==> src/rtl/fifo_wr_arbiter.sv <==
// Round-robin packet arbiter for the shared FIFO write port; grant is taken 1 cycle after valid, then 1 word/cycle.
// Backpressure: w_full combinationally drops req_ready and w_en; a MAX_BURST watchdog force-releases runaway packets.
module fifo_wr_arbiter #(
    parameter int WIDTH     = 32,
    parameter int NREQ      = 4,
    parameter int MAX_BURST = 16,
    localparam int IDW      = $clog2(NREQ),
    localparam int BCW      = $clog2(MAX_BURST + 1)
) (
    input  logic                  wclk,
    input  logic                  wrst_n,
    input  logic [NREQ-1:0]       req_valid,
    input  logic [NREQ-1:0]       req_last,
    input  logic [NREQ*WIDTH-1:0] req_data,
    output logic [NREQ-1:0]       req_ready,
    output logic                  w_en,
    output logic [WIDTH-1:0]      w_data,
    input  logic                  w_full,
    output logic                  busy,
    output logic [IDW-1:0]        grant_id,
    input  logic                  err_clr,
    output logic                  err_burst
);

    typedef enum logic {IDLE, BURST} state_t;

    state_t          state, state_nxt;
    logic [IDW-1:0]  rr_ptr;
    logic [IDW-1:0]  sel_idx;
    logic [IDW-1:0]  cand;
    logic [IDW-1:0]  ptr_after;
    logic [BCW-1:0]  beat_cnt;
    logic            sel_found;
    logic            accept;
    logic            release_pkt;
    logic            force_rel;

    // First valid source at or above rr_ptr, wrapping explicitly so non-power-of-two NREQ works.
    always_comb begin
        sel_found = 1'b0;
        sel_idx   = rr_ptr;
        cand      = rr_ptr;
        for (int k = 0; k < NREQ; k++) begin
            if (!sel_found && req_valid[cand]) begin
                sel_found = 1'b1;
                sel_idx   = cand;
            end
            cand = (cand == IDW'(NREQ - 1)) ? '0 : cand + IDW'(1);
        end
    end

    assign ptr_after = (grant_id == IDW'(NREQ - 1)) ? '0 : grant_id + IDW'(1);

    always_comb begin
        state_nxt   = state;
        req_ready   = '0;
        w_en        = 1'b0;
        busy        = 1'b0;
        accept      = 1'b0;
        release_pkt = 1'b0;
        force_rel   = 1'b0;
        w_data      = req_data[int'(grant_id)*WIDTH +: WIDTH];
        case (state)
            IDLE: begin
                if (sel_found) begin
                    state_nxt = BURST;
                end
            end
            BURST: begin
                busy                = 1'b1;
                req_ready[grant_id] = !w_full;
                w_en                = req_valid[grant_id] & !w_full;
                accept              = w_en;
                if (accept) begin
                    if (req_last[grant_id]) begin
                        release_pkt = 1'b1;
                    end else if (beat_cnt == BCW'(MAX_BURST - 1)) begin
                        release_pkt = 1'b1;
                        force_rel   = 1'b1;
                    end
                end
                if (release_pkt) begin
                    state_nxt = IDLE;
                end
            end
            default: state_nxt = IDLE;
        endcase
    end

    always_ff @(posedge wclk or negedge wrst_n) begin
        if (!wrst_n) begin
            state <= IDLE;
        end else begin
            state <= state_nxt;
        end
    end

    always_ff @(posedge wclk or negedge wrst_n) begin
        if (!wrst_n) begin
            rr_ptr    <= '0;
            grant_id  <= '0;
            beat_cnt  <= '0;
            err_burst <= 1'b0;
        end else begin
            if (state == IDLE && sel_found) begin
                grant_id <= sel_idx;
                beat_cnt <= '0;
            end
            // Clearing on release keeps beat_cnt below MAX_BURST.
            if (release_pkt) begin
                beat_cnt <= '0;
                rr_ptr   <= ptr_after;
            end else if (accept) begin
                beat_cnt <= beat_cnt + BCW'(1);
            end
            if (force_rel) begin
                err_burst <= 1'b1;
            end else if (err_clr) begin
                err_burst <= 1'b0;
            end
        end
    end

endmodule

==> config.mk <==
export PLATFORM = sky130hd
export DESIGN_NAME = fifo_wr_arbiter
export DESIGN_NICKNAME = d
export VERILOG_FILES = /design/src/rtl/fifo_wr_arbiter.sv
export SDC_FILE = /design/constraint.sdc
export NUM_CORES = 1
export LEC_CHECK = 0
export ABC_AREA = 1
export CAP_MARGIN = 20
export CORE_MARGIN = 2
export CORE_UTILIZATION = 28
export CTS_CLUSTER_DIAMETER = 150
export DETAILED_ROUTE_END_ITERATION = 16
export PLACE_DENSITY = 0.78
export SLEW_MARGIN = 5
export SYNTH_ARGS = -nofsm -noshare
export SYNTH_HDL_FRONTEND = slang
export SYNTH_SLANG_ARGS = --single-unit
==> constraint.sdc <==
create_clock -name wclk -period 1.5 [get_ports wclk]
set_input_delay 0.225 -clock wclk [delete_from_list [all_inputs] [get_ports wclk]]
set_output_delay 0.225 -clock wclk [all_outputs]
set_load 0.1 [all_outputs]
# After elaboration in Yosys (flattened, before gate mapping)
# Cells that the tools add are included.
# classes
n_eq_ne	5
n_addsub	5
bitwise	3
mux	44
reduce_logical	11
shift	1
order_cmp	6
# op_table
cell	n
indexed part select 128 x 8 -> 32 bit	1
2-to-1 mux 1 bit	25
< comparator 2 x 3 -> 1 bit, second input constant	5
2-to-1 mux 5 bit	3
2-to-1 mux 2 bit	7
binary-select mux 1 bit (select 2 bit)	6
adder 2 x 1 -> 2 bit, second input constant	4
== test 2 bit, second input constant	4
adder 5 x 1 -> 5 bit, second input constant	1
== test 5 x 4 -> 1 bit, second input constant	1
logical AND 1 bit	5
bitwise AND 4 bit	1
logical NOT 1 bit	4
2-to-1 mux 4 bit	1
nonzero test 3 bit	1
demux 1 bit (select 2 bit)	1
greater-or-equal comparator 2 x 1 -> 1 bit, second input constant	1
one-hot mux 1 bit (2 select lines)	1
nonzero test 2 bit	1
bitwise AND 1 bit	1
inverter 1 bit	1
# totals
inputBits	140
reg_bits	11
out_inout_bits	41

# Logic depth before layout (Yosys ltp)
# logic_depth
word_depth	16
mapped_depth	13
mapped_depth_nobuf	13

# Worst setup path after synthesis
# OpenSTA, ideal clock, no wires.
# synth_path
path_kind	reg-to-output
startpoint	reg grant_id[0]
endpoint	out w_data[0]
t_arrival_ns	3.134
slack_ns	-1.859
path_buffers	3
stages_incl_launch_ff	6
path_cell_list	dfrtp_1 -> buf_6 -> buf_6 -> clkbuf_1 -> nor2_1 -> o22ai_1
# synth_between
elab_chain_cells	1
# synth_lines
item	line	text
start: declaration	20	output logic [IDW-1:0] grant_id,
start signal: assignment	106	grant_id <= sel_idx;
indexed part select 128 x 8 -> 32 bit	62	w_data = req_data[int'(grant_id)*WIDTH +: WIDTH];
end: declaration	17	output logic [WIDTH-1:0] w_data,
# No other way between the ends.

# Final worst setup path
# layout_path
startpoint	reg grant_id[0]
endpoint	reg beat_cnt[2]
# layout_between
elab_chain_cells	7
elab_cells_between_ends	13
# layout_lines
item	line	text
binary-select mux 1 bit (select 2 bit) (on tied branches)	75, 72	
2-to-1 mux 1 bit (on tied branches)	75, 72	
2-to-1 mux 1 bit or bitwise AND 1 bit (tied branches)	75, 72	
2-to-1 mux 1 bit	74	if (accept) begin
2-to-1 mux 1 bit (2 in series)	63	case (state)
nonzero test 3 bit (no source line) or 2-to-1 mux 5 bit (tied branches)	-	
end signal: assignment	114	beat_cnt <= beat_cnt + BCW'(1);
end: declaration	32	logic [BCW-1:0] beat_cnt;
# Parallel ways exist; a longest one is shown, timed or not. The select of a mux whose other input is x is not followed.
# A chain may end at the register's enable or synchronous reset.

==> run_results.csv <==
group,metric,value,unit
run_status,status,"finished, violations left",
run_status,violations,"setup timing",
setup_path,critical_path_buf_inv_count,3,
finish,area_growth,225,%
synthesis,synth_edf_count,0,
finish,multi_input_area,2290,sq um
flow_run,drv_cap,0,
clock_network,cts_max_path_buffers,2,
place,dp.cells,645,
worst_hold_path,hp-class,"in2async",
sta,finalHoldViolations,0,
setup_path,worst_path_largest_cell_delay,0.53,ns
synthesis,yosysSeqAreaShare,0.144,
finish,utilization,0.927,
place,gp_congestion,0.844,
grt,grt_pass1_wl,17300,um
finish,regArea,288,sq um
setup_path,crit_chain,"buf_12 > nand2_1 > o211ai_1 > nand2_2 > nand3_4 > buf_4 > buf_6 > nor3_4 > nand2_1 > o21ai_1",
grt,grt_max_degree,32,
floorplanning,dieArea,7520,sq um
place,place_area,5300,sq um
floorplanning,start_util,0.285,
drt,drc,0,
grt,antenna_found_initial,0,
finish,final_common_cell,"clkdlybuf4s50_1",
setup_path,worstSetupStartpointType,"flip-flop",
finish,nets,748,
sta,skew,0.00522,ns
setup_path,crit_arrival,2.26,ns
finish,diodes,0,
place,io_buffer_count,180,
clock_network,cts_made_buffers,3,
setup_path,crit_fanout,5,
setup_path,crit_slowest_cell,"dfrtp_4",
clock_network,cts-root-buf,"clkbuf_8",
sta,period_share,1.40,
sta,holdWs,0.312,ns
clock_network,htreeDepth,1,
setup_path,path_common_cell,"nand2_1",
setup_path,critPathKind,"reg2reg",
sta,slew_viol_final,0,
grt,grt_usage,0.291,
synthesis,ys_types,28,
clock_network,insertion_delay,0.26,ns
sta,setup_viol,49,
synthesis,async_reset_ff_frac,1.00,
synthesis,synth-seq-cells,11,
sta,rsz0062_at_grt,"true",
synthesis,syn_inst,337,
synthesis,yosys.area.top_type_share,0.178,
synthesis,synth_area_leaders,"o21ai_0 18%, nor2_1 16%, dfrtp_1 14%, o22ai_1 11%, nand2_1 8.2%",
floorplanning,core-area,6720,sq um
place,hpwl,8870,um
drt,wire_per_inst,25.9,um
synthesis,syn_nets,484,
setup_path,crit_family,"simple AND/OR/NAND/NOR gates",
finish,post-route-cell-area,6230,sq um
setup_path,end_kind,"flip-flop",
clock_network,cts_sinks,11,
synthesis,yosysWarningCount,0,
synthesis,syn_area,1920,sq um
floorplanning,rows,30,
finish,fin_cells,680,
sta,worst_pin_slew,0.524,ns
grt,grt_pass1_vias,3395,
sta,fin_crit,2.09,ns
sta,fmax,477,MHz
grt,grt_overflow,0,
clock_network,hold_buffers,0,
clock_network,clkSlewWorstSetupHoldPaths,0.06,ns
drt,drt-total-wl,17600,um
synthesis,syn_avg_cell_area,5.68,sq um
sta,max_slew_margin,0.650,
finish,final_cell_mix,"139 x clkdlybuf4s50_1, 64 x buf_4, 53 x nor2_1, 53 x buf_12, 37 x o21ai_1",
setup_path,worstPathRequired,1.66,ns
synthesis,synth_top_area_cell,"o21ai_0",
synthesis,synth_top_flop_cell,"dfrtp_1",
sta,fin_ws,-0.595,ns
drt,ant_nets,0,
drt,num_vias,4208,
floorplanning,die_h,86.7,um
drt,vias_per_cell,6.19,
floorplanning,ioPinCount,181,
floorplanning,chipWidth,86.7,um
clock_network,cts_tree,"yes",
finish,drive_above_1_share,0.470,
drt,drt-initial-drc-count,316,
drt,drt-pass1-iter-count,5,
finish,fillCellCount,193,
==> kinds of logic (layout without fill, tap and decap cells) <==
kind of cell,after synthesis,count (layout),share of synthesized area
simple gates,163,163,0.389
compound gates,108,108,0.312
buf+inv,47,310,0.105
flops,11,11,0.144
fa+ha+maj,7,7,0.0457
xor+xnor,1,1,0.00457
==> per-layer routing <==
| metal | GRT usage | wire, um |
|---|---|---|
| met2 | 0.535 | 8390 |
| met4 | 0.0952 | 1450 |
| met1 | 0.331 | 5820 |
| met3 | 0.0629 | 1930 |
| met5 | 0 | 0 |
==> worst paths after layout <==
path                              from     endpoint  slack, ns  cells past startpoint
max                        grant_id[0]  beat_cnt[2]      -0.59                     10
min                             wrst_n    err_burst       0.31                      1
max reg2reg                grant_id[0]  beat_cnt[2]      -0.59                     10
min reg2reg                  err_burst    err_burst       0.56                      2
max in group asynchronous       wrst_n  grant_id[0]       0.79                      1
min in group wclk              err_clr    err_burst       0.52                      2
==> Yosys cell counts, types with 4 or more instances <==
master / n
buf_2: 6
inv_2: 4
inv_1: 20
ha_1: 7
o21ai_0: 68
nand2_2: 7
clkbuf_1: 13
nand3_1: 19
o22ai_1: 33
nand2_4: 4
nand2_1: 42
nand3_2: 4
dfrtp_1: 11
nor2_1: 80
==> worst register-to-register path, cell delays in order (launching register included) <==
cell and delay (ns):
dfrtp_4 0.53, buf_12 0.16, nand2_1 0.08, o211ai_1 0.13
nand2_2 0.14, nand3_4 0.11, buf_4 0.15, buf_6 0.13
nor3_4 0.22, nand2_1 0.15, o21ai_1 0.21
==> what timing repair did <==
action / CTS / global route
pin swaps: 15 / 27
resized for setup: 36 / 126
gates cloned: 0 / 10
setup buffers: 11 / 12
setup endpoints to repair: 48 / 49
==> layout make-up <==
cell class,count,share of cell area
Multi-Input combinational cell,279,0.367
Sequential cell,11,0.0462
Clock buffer,4,0.00723
Inverter,25,0.0223
Tap cell,80,0.0161
Timing Repair Buffer,281,0.541
==> flip-flops by register name, indices dropped and copies added (netlist names) <==
name and flops:
beat_cnt 5, state 1, grant_id 2, rr_ptr 2
err_burst 1
==> through the flow <==
stage | setup TNS, ns | setup WS, ns
5_1_grt | -22.04 | -0.667
4_1_cts | -13.63 | -0.374
2_1_floorplan | -19.55 | -0.544
3_3_place_gp | -5.85 | -0.221
3_5_place_dp | -6.81 | -0.268
6_report | -20.92 | -0.595
Power is not shown: default switching activity piles up to over one toggle a cycle in this logic, so the estimate is an artifact.
